### config.mk
export PLATFORM = sky130hd
export DESIGN_NAME = qed_commit_counter
export DESIGN_NICKNAME = d
export VERILOG_FILES = /design/src/rtl/qed_commit_counter.sv
export SDC_FILE = /design/constraint.sdc
export NUM_CORES = 1
export LEC_CHECK = 0
export CELL_PAD_IN_SITES_DETAIL_PLACEMENT = 0
export CELL_PAD_IN_SITES_GLOBAL_PLACEMENT = 2
export CORE_MARGIN = 4
export CORE_UTILIZATION = 24
export DETAILED_ROUTE_END_ITERATION = 12
export GPL_TIMING_DRIVEN = 1
export PLACE_DENSITY = 0.82
export RECOVER_POWER = 50
export SETUP_SLACK_MARGIN = 0.1
export SLEW_MARGIN = 15
export SYNTH_ARGS = -nofsm -noshare
export SYNTH_HDL_FRONTEND = slang
export SYNTH_SLANG_ARGS = --single-unit
### constraint.sdc
create_clock -name clk -period 2.1 [get_ports clk]
set_input_delay 0.21 -clock clk [delete_from_list [all_inputs] [get_ports clk]]
set_output_delay 0.21 -clock clk [all_outputs]
set_load 0.1 [all_outputs]
### src/rtl/qed_commit_counter.sv
// Saturating commit counter; exposes the post-edge value so status can be registered in step.
module qed_commit_counter #(
    parameter int W = 16
) (
    input  logic         clk,
    input  logic         resetn,
    input  logic         inc,
    output logic [W-1:0] value,
    output logic [W-1:0] value_nxt,
    output logic         sat
);
    assign sat       = &value;
    assign value_nxt = (inc && !sat) ? value + W'(1) : value;

    always_ff @(posedge clk or negedge resetn) begin
        if (!resetn) value <= '0;
        else         value <= value_nxt;
    end

endmodule

== After elaboration in Yosys (flattened, before gate mapping) ==
Cells that the tools add are included.

* Add/sub/neg operators: 1
* Multiplexer cells: 1
* Reductions and logical operators: 3

{| class="wikitable"
|+ Operator list
! operator !! count
|-
| 16-bit by 1-bit adder with 16-bit output, second input constant || 1
|-
| 16-bit 2-to-1 mux || 1
|-
| 16-bit AND reduction || 1
|-
| 1-bit logical AND || 1
|-
| 1-bit zero test || 1
|}

* Register bits: 16
* Input port bits: 3
* Logic and storage cells: 6

== Depth between registers and ports, before layout ==
Gate-level depths: netlist of the first run.

* Depth in word-level cells: 4
* Mapped depth: 5
* Mapped depth without buffers: 5

== Worst setup path after synthesis of the first run ==
OpenSTA, ideal clock, no wires.

* Path type: register -> register
* From: register value[0]
* To: register value[9]
* Library setup time: 0.281 ns
* Arrival: 4.400 ns
* Data required time: 1.819 ns
* Path slack: -2.581 ns
* Stages on the path, launching flop included: 6
* Path buffers: 0
* Period minus slack after synthesis: 4.681 ns
* Cells stage by stage: dfrtp_1 ha_1 nand3_1 nor4_4 nor3_1 xor2_1

* Word-level cells in the longest chain between the ends: 4
* Elaborated cells between the ends (all ways): 5
* Those cells by class: add/sub: 1; mux: 1; reduce/logical: 3

{| class="wikitable"
|+ Ends and longest elaborated chain
! element !! RTL line !! source
|-
| from (decl) || 8 || <nowiki>output logic [W-1:0] value,</nowiki>
|-
| from (signal assigned) || 17 || <nowiki>else value <= value_nxt;</nowiki>
|-
| 16-bit AND reduction || 12 || <nowiki>assign sat = &value;</nowiki>
|-
| net sat || 10 || <nowiki>output logic sat</nowiki>
|-
| 1-bit zero test || 13 || <nowiki>assign value_nxt = (inc && !sat) ? value + W'(1) : value;</nowiki>
|-
| 1-bit logical AND || 13 ||
|-
| 16-bit 2-to-1 mux || 13 ||
|-
| net value_nxt[9] || 9 || <nowiki>output logic [W-1:0] value_nxt,</nowiki>
|}

The timed path passes the listed nets, and every way through them passes these cells.

== Final worst setup path of the first run ==
* From: register value[1]
* To: output port value_nxt[13]

* Word-level cells in the longest chain between the ends: 4
* Elaborated cells between the ends (all ways): 5
* Those cells by class: add/sub: 1; mux: 1; reduce/logical: 3

{| class="wikitable"
|+ Ends and longest elaborated chain
! element !! RTL line
|-
| branches (longest 3 deep; another with 16-bit by 1-bit adder with 16-bit output) || --
|-
| 16-bit 2-to-1 mux * || 13
|-
| to (decl) || 9
|}

Every way passes the cells marked *.

==> results_dict.tcl, run 1 <==
set metrics [dict create \
    run_status "finished with violations" \
    violations "negative setup slack" \
    yosys.area.top_type "dfrtp_1" \
    diodes 0 \
    crit_path_start_kind "register" \
    overflow 0 \
    final_layout_size_suffix_gt1_share_pct 84.5 \
    critPathArrivalTime_ps 1970 \
    post-route-min-period_ps 2180 \
    routed-wl-met2_um 1450 \
    port-buffer-count 35 \
    syn_area_um2 802 \
    power.ir.vdd_worst_v 0.00184 \
    main_combinational_cell_family_by_area_after_synthesis "simple AND/OR/NAND/NOR gates" \
    drt_drc_violations_left 0 \
    max_slew.worst_pin.slew_ps 963 \
    ys_seq_elements 16 \
    routed_wirelength_um 2790 \
    top_regs "value: 16 flops" \
    timing.hold.worst.class "input port to async pin" \
    finalWorstSetupSlack_ps -84.0 \
    design.final.nets 153 \
    initial_core_util_pct 25.6 \
    wire_per_inst_um 14.5 \
    core_area_um2 3130 \
    cts-htree-levels 1 \
    start_of_the_worst_register_to_register_path "value[0]" \
    drt.antenna.violating_nets 0 \
    fmax_ghz 0.458 \
    clock-skew-final_ps 1.17 \
    die_height_um 65.8 \
    reg2regPathDepth 8 \
    tritoncts "built" \
    gp_congestion 0.763 \
    synth_flop_cell "dfrtp_1" \
    setup_viol_count_final 11 \
    criticalPathCategory "register to output pin" \
    drv_slew 0 \
    timing.critical_path.required_ps 1890 \
    layout_worst_path_cycle_share_pct 104 \
    layoutNonFillerInstCount 192 \
    max-clock-path-buffers 2 \
    dr.pass1.iters 4 \
    clkTransAtPathRegs_ps 100 \
    drt-initial-drc-count 17 \
    design.die.area_um2 4330 \
    reg2reg_end "value[8]" \
    routed-via-count 857 \
    postCtsHoldBufs 0 \
    critPathLaunch "value[1]" \
    post_layout_inst_area_um2 2010 \
    detailed_place_hpwl_um 1860 \
    clk-insertion-delay-late_ps 290 \
    timing.max_cap.violations 0 \
    power-per-cell-area_nw_per_um2 1500 \
    most_area_consuming_cells_after_synthesis "dfrtp_1, xor2_1, xnor2_1, mux2_2, and4_1" \
    max_flop_register "value" \
    synth.most_common_cell "dfrtp_1" \
    leakage_nw 0.864 \
    area_share_of_fa_ha_maj_cells_after_synthesis_pct 1.56 \
    m1_wire_length_um 1160 \
    area_fraction_in_and_or_nand_and_nor_cells_after_synthesis_pct 26.5 \
    first_global_vias 906 \
    maxSlewHeadroom_pct 35.8 \
    mappedNetlistNets 75 \
    clock_tree.root_cell "clkbuf_4" \
    cts_made_buffers 3 \
    detailed_route_vias_per_instance 4.46 \
    highest_layer "met4" \
    fp.dieW_um 65.8 \
    synth_enable_flop_cells 0 \
    synth.cells.most_frequent "dfrtp_1, xor2_1" \
    grt_setup_unrepaired "yes" \
    synth.area.mux_share_pct 5.62 \
    number_of_flip_flops_in_the_largest_register 16 \
    fp-row-count 20 \
    yosys_cell_types 23 \
    met3WireLength_um 122 \
    floorplan.io_pins 36 \
    place_worst_setup_slack_ps -29.0 \
    layout-area-overhead-vs-synth_pct 151 \
    report.final.hold_viol_count 0 \
    clock-sinks 16 \
    synth_async_sr_flop_share_pct 100 \
    worst_reg_to_reg_setup_slack_ps 380 \
    grt_start_max_net_pins 17 \
    postSynthCellCount 71 \
    sequential_fraction_of_the_synthesis_area_pct 49.9 \
    syn_avg_cell_area_um2 11.3 \
    filler_cell_count 248 \
    worst_hold_slack_after_final_layout_ps 574 \
    cp-end-kind "output pin" \
    crit_path_max_fanout 3 \
    yosys.area_share.xor_xnor_pct 12.0 \
    first_pass_grt_wire_length_um 4580 \
    place.detailed.instances 165 \
    yosysWarnings 0 \
    overall_global_routing_usage_pct 14.0 \
    dpl_cell_area_um2 1630 \
    area_fraction_in_compound_gates_after_synthesis_pct 3.90 \
    netlist.area_leader.share_pct 49.9 \
    antenna_violations_before_repair 0 \
]
-- how the worst max path moves through the flow --
stage | end | slack [ps] | depth (start not counted)
2_1_floorplan | value_nxt[7] | -1290 | 4
3_3_place_gp | value_nxt[15] | 8 | 6
3_5_place_dp | value_nxt[13] | -30 | 6
4_1_cts | value_nxt[1] | -140 | 6
5_1_grt | value_nxt[13] | -170 | 6
6_report | value_nxt[13] | -80 | 6
-- cell families after synthesis --
kind of cell / after synthesis
flops: 16
mux: 4
fa+ha+maj: 1
buf+inv: 1
compound gates: 5
xor+xnor: 11
simple gates: 33
-- per-layer routing --
| metal | up-vias | GRT usage [%] |
|---|---|---|
| met5 | - | 0 |
| met4 | 0 | 5.70 |
| met3 | 4 | 3.74 |
| li1 | 415 | - |
| met2 | 25 | 23.2 |
| met1 | 413 | 17.1 |
-- what timing repair did --
item	4_1_cts	5_1_grt
setup buffers	19	7
endpoints found under the setup margin	16	17
resized for setup	36	5
pin swaps	15	14
-- worst max-delay path, stage by stage, from the launching register on --
cell,delay [ps]
dfrtp_4,440
buf_6,100
and4_4,240
nand4_1,170
nor3_2,290
xor2_2,230
buf_12,210
-- per-stage QoR --
| step | TNS [ps] | power [mW] | util [%] |
|---|---|---|---|
| detailed placement | -55.5 | 2.52 | 52.0 |
| global route | -1560 | 3.13 | 64.4 |
| finish | -508 | 3.03 | 64.4 |
| floorplan | -23790 | 1.92 | - |
| global placement | 0 | 2.51 | 52.0 |
| CTS | -1040 | 2.98 | 62.7 |
-- placed cells by master, fill, tap and decap left out, types with 2 or more instances in the layout --
cell      count
and4_4        3
buf_12       17
buf_4        39
buf_6         6
clkbuf_2      8
clkbuf_4      3
dfrtp_2       9
dfrtp_4       7
mux2_4        4
nand2_1       5
nand2b_4      2
nand3_1       3
nand3_4       2
nand4_1       4
nor2_4        2
nor3_2        3
nor3_4        2
xnor2_4       4
xor2_2        2
xor2_4        3
-- where the power goes --
part           total, mW  switching [mW]  leakage, nW  internal [mW]
combinational       2.29            1.49        0.656          0.796
clock              0.214           0.108       0.0210          0.106
sequential         0.525           0.115        0.187          0.411
-- layout make-up --
cell class                      count  area (um^2)  share of cell area [%]
Multi-Input combinational cell     54          717                    35.6
Tap cell                           44         55.1                    2.73
Inverter                            1         3.75                   0.186
Clock buffer                        4         36.3                    1.80
Sequential cell                    16          438                    21.7
Timing Repair Buffer               73          764                    38.0
(Power assumes the default switching activity.)
==> inputs of run 2 (changes only) <==
Settings changed: CORE_ASPECT_RATIO set to 1.25, GPL_TIMING_DRIVEN 1 to unset, SETUP_SLACK_MARGIN 0.1 to 0.4.
==> run 2 against run 1 <==
The flow still finishes with violations (negative setup slack). Hold slack improved by 19 ps. Critical path depth unchanged. Sequential cell count unchanged. Combinational power about the same. Cell area decreased by 1.1%. Die area increased by 0.14%. Power increased by 0.59%. Via count increased by 3.2%. Largest power group unchanged.
==> results_dict.tcl, run 2 (synthesis gave the netlist of run 1 again) <==
set metrics [dict create \
    routed_wirelength_um 2750 \
    fp-row-count 23 \
    worst_reg_to_reg_setup_slack_ps 430 \
    finalWorstSetupSlack_ps -53.4 \
    leakage_nw 0.878 \
    cts_made_buffers 3 \
    reg2reg_end "value[7]" \
    drt.antenna.violating_nets 0 \
    clkTransAtPathRegs_ps 60 \
    gp_congestion 0.736 \
    cp_cell_sequence "buf_6 -> and4_4 -> nand4_1 -> nor3_2 -> xor2_2 -> buf_12" \
    fp.dieW_um 59.7 \
    post_layout_inst_area_um2 1990 \
    max-clock-path-buffers 2 \
    mostFrequentLayoutCell "buf_4" \
    clock-sinks 16 \
    power-per-cell-area_nw_per_um2 1530 \
    design.final.nets 157 \
    diodes 0 \
    top_regs "value: 16 flops" \
    design.die.area_um2 4340 \
    timing.critical_path.required_ps 1890 \
    initial_core_util_pct 24.9 \
    dpl_cell_area_um2 1590 \
    timing.hold.worst.class "input port to async pin" \
    tritoncts "built" \
    drt_drc_violations_left 0 \
    fmax_ghz 0.464 \
    setup_tns_ps -229 \
    worst_hold_slack_after_final_layout_ps 592 \
    drt-initial-drc-count 8 \
    power.ir.vdd_worst_v 0.00148 \
    post-route-min-period_ps 2150 \
    die_height_um 72.6 \
    layout-area-overhead-vs-synth_pct 148 \
    multi_input_area_um2 647 \
    core_area_um2 3220 \
    first_global_vias 951 \
    grt_setup_unrepaired "yes" \
    crit_path_start_kind "register" \
    critPathArrivalTime_ps 1940 \
    grt_start_max_net_pins 17 \
    filler_cell_count 251 \
    final_layout_size_suffix_gt1_share_pct 78.9 \
    place.detailed.instances 153 \
    timing.max_cap.violations 0 \
    setup_viol_count_final 8 \
    finalPower_mw 3.05 \
    start_of_the_worst_register_to_register_path "value[9]" \
    layout.area.seq_um2 438 \
    criticalPathCategory "register to output pin" \
    routed-via-count 884 \
    layoutNonFillerInstCount 189 \
    clock-skew-final_ps 1.90 \
    postCtsHoldBufs 0 \
    critical_path.slowest_cell "dfrtp_4" \
    crit_path_max_fanout 3 \
    first_pass_grt_wire_length_um 4480 \
    cts-htree-levels 1 \
    drv_slew 0 \
    detailed_route_vias_per_instance 4.68 \
    overflow 0 \
    overall_global_routing_usage_pct 13.4 \
    max_flop_register "value" \
    max_stage_delay_ps 430 \
    clk-insertion-delay-late_ps 250 \
    floorplan.io_pins 36 \
    layout_worst_path_cycle_share_pct 103 \
    most-common-layout-cells "buf_4, buf_12, dfrtp_2" \
    number_of_flip_flops_in_the_largest_register 16 \
    report.final.hold_viol_count 0 \
    wire_per_inst_um 14.6 \
    violations "negative setup slack" \
    run_status "finished with violations" \
    max_slew.worst_pin.slew_ps 1180 \
    port-buffer-count 35 \
    dr.pass1.iters 4 \
    reg2regPathDepth 7 \
    critPathLaunch "value[1]" \
    clock_tree.root_cell "clkbuf_8" \
    detailed_place_hpwl_um 1790 \
    antenna_violations_before_repair 0 \
    maxSlewHeadroom_pct 21.8 \
    cp-end-kind "output pin" \
]
## run 2: changes by cell type in the layout (fill, tap and decap cells not counted), sizes merged
cell    change
clkbuf      -2
buf         +6
## run 2: what timing repair did
action	in CTS	in global routing
buffers inserted	16	16
resized for setup	21	6
pin swaps	11	12
setup endpoints to repair	18	23
hold endpoints to repair	0	0
## run 2: worst max-delay path by stage
stage	endpoint	slack [ps]	cells past startpoint
2_1_floorplan	value_nxt[7]	-1290	4
3_3_place_gp	value_nxt[15]	40	6
3_5_place_dp	value_nxt[15]	7	6
4_1_cts	value_nxt[7]	-110	8
5_1_grt	value_nxt[15]	-150	6
6_report	value_nxt[15]	-50	6
## run 2: cell type report
type,instances,share of cell area [%]
Clock buffer,4,2.76
Inverter,1,0.188
Multi-Input combinational cell,54,32.5
Sequential cell,16,22.0
Tap cell,37,2.32
Timing Repair Buffer,77,40.3
## run 2: report_power, final
part           total, mW  leakage (nW)  switching, mW  internal, mW
registers          0.516         0.187          0.105         0.411
logic               2.26         0.662           1.48         0.778
clock network      0.276        0.0288          0.110         0.166
## run 2: routing by layer
| layer | global-route usage (%) | wire length [um] |
|---|---|---|
| met5 | 0 | 0 |
| met4 | 5.42 | 37 |
| met2 | 23.4 | 1550 |
| met1 | 15.3 | 1020 |
| met3 | 3.36 | 142 |
## run 2: critical path, delay by kind of cell, from the launching register on
kind	cells	cell delay [ps]
and+or+nand+nor	3	720
DFF	1	430
buffers and inverters	2	300
xor gates and xnor gates	1	230
## run 2: metrics by stage
step	util, %	setup slack, ps
global placement	49.4	44.1
detailed placement	49.4	6.55
floorplan	-	-1290
finish	61.8	-53.4
CTS	57.8	-114
global route	61.8	-147
==> inputs of run 3 (changes only) <==
Settings changed: ABC_AREA set to 1, CELL_PAD_IN_SITES_DETAIL_PLACEMENT 0 to unset, CELL_PAD_IN_SITES_GLOBAL_PLACEMENT 2 to unset, CORE_UTILIZATION 24 to 45, HOLD_SLACK_MARGIN set to 0.03, PLACE_DENSITY 0.82 to 0.84.
==> run 3 against run 2 <==
The run now fails in clock tree synthesis. Area after synthesis is 33% higher. Synthesized cell count is 110% higher.
==> results_dict.tcl, run 3 <==
set metrics [dict create \
    clock_tree.root_cell "clkbuf_4" \
    cts_made_buffers 3 \
    synth_enable_flop_cells 0 \
    postCtsHoldBufs 0 \
    failed_stage "clock tree synthesis" \
    cts_setup_buffers 25 \
    mappedNetlistNets 156 \
    die_height_um 62.5 \
    syn_area_um2 1070 \
    yosysWarnings 0 \
    run.stop_error "[ERROR DPL-0038] Utilization greater than 100%, impossible to legalize" \
    syn_avg_cell_area_um2 7.04 \
    detailed_place_hpwl_um 2560 \
    cts-htree-levels 1 \
    max-clock-path-buffers 2 \
    port-buffer-count 35 \
    ys_seq_elements 16 \
    synth.most_common_cell "nand2_1" \
    most_area_consuming_cells_after_synthesis "dfrtp_1, nand2_1, inv_1, nor2_1, nand3_1" \
    floorplan.io_pins 36 \
    yosys.area.top_type "dfrtp_1" \
    fp-row-count 19 \
    place.detailed.instances 217 \
    initial_core_util_pct 47.9 \
    clock-sinks 16 \
    sequential_fraction_of_the_synthesis_area_pct 37.4 \
    synth_flop_cell "dfrtp_1" \
    postSynthCellCount 152 \
    netlist.area_leader.share_pct 37.4 \
    post_cts_resize_count 36 \
    run_status "did not finish" \
    synth_async_sr_flop_share_pct 100 \
    fp.dieW_um 51.6 \
    gp_congestion 0.828 \
    synth.cells.most_frequent "nand2_1, inv_1, dfrtp_1" \
    yosys_cell_types 21 \
]
==> run 3: stage by stage <==
step	hold slack [ps]	utilization, %	setup slack, ps	cell area [um^2]	setup TNS [ps]
after detailed placement	576	83.3	105	1860	0
after floorplan	-85.6	-	-539	1350	-6730
after global placement	560	83.3	182	1860	0
==> run 3: cells by family after synthesis <==
group / count (synthesis) / synth area share, %
simple gates: 100 / 44.2
flops: 16 / 37.4
buf+inv: 23 / 9.12
xor+xnor: 4 / 3.28
fa+ha+maj: 1 / 1.17
compound gates: 8 / 4.80
==> inputs of run 4 (changes only) <==
Settings changed: CORE_AREA set to 4 4 65 67, CORE_ASPECT_RATIO 1.25 to unset, CORE_MARGIN 4 to unset, CORE_UTILIZATION 45 to unset, DIE_AREA set to 0 0 69 71, HOLD_SLACK_MARGIN 0.03 to unset, PLACE_DENSITY 0.84 to unset, PLACE_DENSITY_LB_ADDON set to 0.15, SETUP_SLACK_MARGIN 0.4 to unset.
==> run 4 against run 3 <==
The run now ends clean. Area after synthesis stayed put. Synthesized cell count unchanged.
==> results_dict.tcl, run 4 <==
set metrics [dict create \
    run_status "completed" \
    die_height_um 71 \
    netSwitchingPower_mw 1.20 \
    clk-insertion-delay-late_ps 250 \
    timing.hold.worst.class "register to register" \
    cts-htree-levels 1 \
    critPathArrivalTime_ps 1850 \
    clock-skew-final_ps 0.718 \
    top_regs "value: 16 flops" \
    setup_viol_count_final 0 \
    drv_slew 0 \
    initial_core_util_pct 29.4 \
    area_share_of_fa_ha_maj_cells_after_synthesis_pct 1.17 \
    syn_avg_cell_area_um2 7.04 \
    core_area_um2 3630 \
    final_layout_size_suffix_gt1_share_pct 46.9 \
    area_fraction_in_compound_gates_after_synthesis_pct 4.80 \
    tritoncts "built" \
    max-clock-path-buffers 2 \
    criticalPathCategory "register to output pin" \
    yosys.area_share.xor_xnor_pct 3.27 \
    max_flop_register "value" \
    clock-sinks 16 \
    post-route-min-period_ps 2060 \
    max_stage_delay_ps 500 \
    mostFrequentLayoutCell "nand2_1" \
    routed-wl-met2_um 1550 \
    postSynthCellCount 152 \
    power-per-cell-area_nw_per_um2 1060 \
    design.die.area_um2 4900 \
    cts_made_buffers 3 \
    floorplan.io_pins 36 \
    crit_path_max_fanout 5 \
    place.detailed.instances 235 \
    max_slew.worst_pin.slew_ps 1170 \
    dpl_cell_area_um2 1830 \
    gp_congestion 0.814 \
    timing.max_cap.violations 0 \
    postLayoutCoreUtil_pct 54.5 \
    overflow 0 \
    design.final.nets 202 \
    synth.most_common_cell "nand2_1" \
    diodes 0 \
    critical_path.slowest_cell "dfrtp_4" \
    share_comb_of_total_power_pct 66.4 \
    detailed_place_hpwl_um 2320 \
    synth.area.mux_share_pct 0 \
    most_area_consuming_cells_after_synthesis "dfrtp_1, nand2_1, inv_1, nor2_1, nand3_1" \
    sequential_fraction_of_the_synthesis_area_pct 37.4 \
    power.ir.vdd_worst_v 0.00111 \
    synth_enable_flop_cells 0 \
    layout_worst_path_cycle_share_pct 97.9 \
    most-common-layout-cells "nand2_1, inv_1, buf_12" \
    cell_internal_pwr_mw 0.900 \
    detailed_route_vias_per_instance 4.55 \
    yosys_cell_types 21 \
    mappedNetlistNets 156 \
    grt_start_max_net_pins 17 \
    drt-initial-drc-count 35 \
    first_global_vias 1152 \
    fmax_ghz 0.486 \
    routed-via-count 1109 \
    post_layout_inst_area_um2 1980 \
    critical_path.top_delay_family "flip-flops" \
    antenna_violations_before_repair 0 \
    routed_wirelength_um 3020 \
    fp.dieW_um 69 \
    fp-row-count 22 \
    power.share.clock_pct 11.2 \
    yosysWarnings 0 \
    area_fraction_in_and_or_nand_and_nor_cells_after_synthesis_pct 44.2 \
    drt.antenna.violating_nets 0 \
    grt_setup_unrepaired "yes" \
    synth_flop_cell "dfrtp_1" \
    cp.buffers_inverters 3 \
    yosys.area.top_type "dfrtp_1" \
    highest_layer "met4" \
    report.final.hold_viol_count 0 \
    layout-area-overhead-vs-synth_pct 85.1 \
    synth_async_sr_flop_share_pct 100 \
    cp-end-kind "output pin" \
    wire_per_inst_um 12.4 \
    syn_area_um2 1070 \
    cp_cell_sequence "ha_4 -> nand3_4 -> inv_2 -> nand2_2 -> nor2_4 -> nor2_4 -> clkbuf_16 -> nand2_4 -> o21ai_4 -> buf_12" \
    timing.critical_path.required_ps 1890 \
    synth.cells.most_frequent "nand2_1, inv_1, dfrtp_1" \
    drt_drc_violations_left 0 \
    netlist.area_leader.share_pct 37.4 \
    pwr-share-seq_pct 22.4 \
    critical-path-top-cell-by-count "nor2_4" \
    layoutNonFillerInstCount 244 \
    leakage_nw 0.868 \
    main_combinational_cell_family_by_area_after_synthesis "simple AND/OR/NAND/NOR gates" \
    ys_seq_elements 16 \
    first_pass_grt_wire_length_um 5250 \
    met3WireLength_um 178 \
    clock_tree.root_cell "clkbuf_8" \
    m1_wire_length_um 1260 \
    overall_global_routing_usage_pct 13.1 \
    swShare_pct 57.1 \
    port-buffer-count 35 \
    dr.pass1.iters 4 \
    clkTransAtPathRegs_ps 60 \
    number_of_flip_flops_in_the_largest_register 16 \
    maxSlewHeadroom_pct 22.5 \
    crit_path_start_kind "register" \
]
## run 4: final timing paths
path	start	end	slack, ps	cells after the start
min in group asynchronous	resetn	value[5]	630	2
setup / recovery	value[1]	value_nxt[7]	40	10
setup reg to reg	value[1]	value[7]	610	9
max in group asynchronous	resetn	value[9]	780	2
hold / removal	value[15]	value[15]	570	2
hold reg to reg	value[15]	value[15]	570	2
## run 4: cells by family after synthesis
family	Yosys count
flip-flops	16
buffers and inverters	23
AND/OR/NAND/NOR	100
adder cells (fa/ha/maj)	1
AO/OA/AOI/OAI	8
XOR/XNOR	4
## run 4: power by group through the flow
stage | clock network [mW] | logic [mW] | registers (mW)
floorplan | 0 | 0.643 | 0.809
global placement | 0 | 1.34 | 0.485
detailed placement | 0 | 1.35 | 0.486
CTS | 0.245 | 1.40 | 0.469
global route | 0.262 | 1.44 | 0.482
finish | 0.234 | 1.39 | 0.470
## run 4: through the flow
stage | setup slack (ps) | setup TNS (ps) | hold slack, ps | power (mW)
finish | 44.3 | 0 | 572 | 2.10
global route | -40.0 | -193 | 612 | 2.19
CTS | 2.22 | 0 | 292 | 2.11
detailed placement | 219 | 0 | 554 | 1.83
global placement | 209 | 0 | 557 | 1.83
floorplan | -532 | -6590 | -85.6 | 1.45
## run 4: area by class of cell
type | instances | area [um^2]
Clock buffer | 3 | 41.3
Fill cell | 347 | 1650
Inverter | 21 | 78.8
Multi-Input combinational cell | 113 | 831
Sequential cell | 16 | 440
Tap cell | 48 | 60.1
Timing Repair Buffer | 43 | 529
## run 4: metal layers
| layer | track usage [%] | vias up |
|---|---|---|
| met4 | 3.47 | 0 |
| met1 | 14.6 | 522 |
| li1 | - | 555 |
| met5 | 0 | - |
| met2 | 23.2 | 26 |
| met3 | 5.26 | 6 |
## run 4: timing repair
action,in CTS,in global routing
resized for setup,9,14
gates cloned,1,0
setup endpoints to repair,8,10
hold buffers,0,0
pin swaps,2,4
setup buffers,3,2
## run 4: tightest hold or removal path: cells and delay by family (launching register included)
| kind | cells | cell delay, ps |
|---|---|---|
| flip-flops | 1 | 380 |
| AND/OR/NAND/NOR | 2 | 150 |
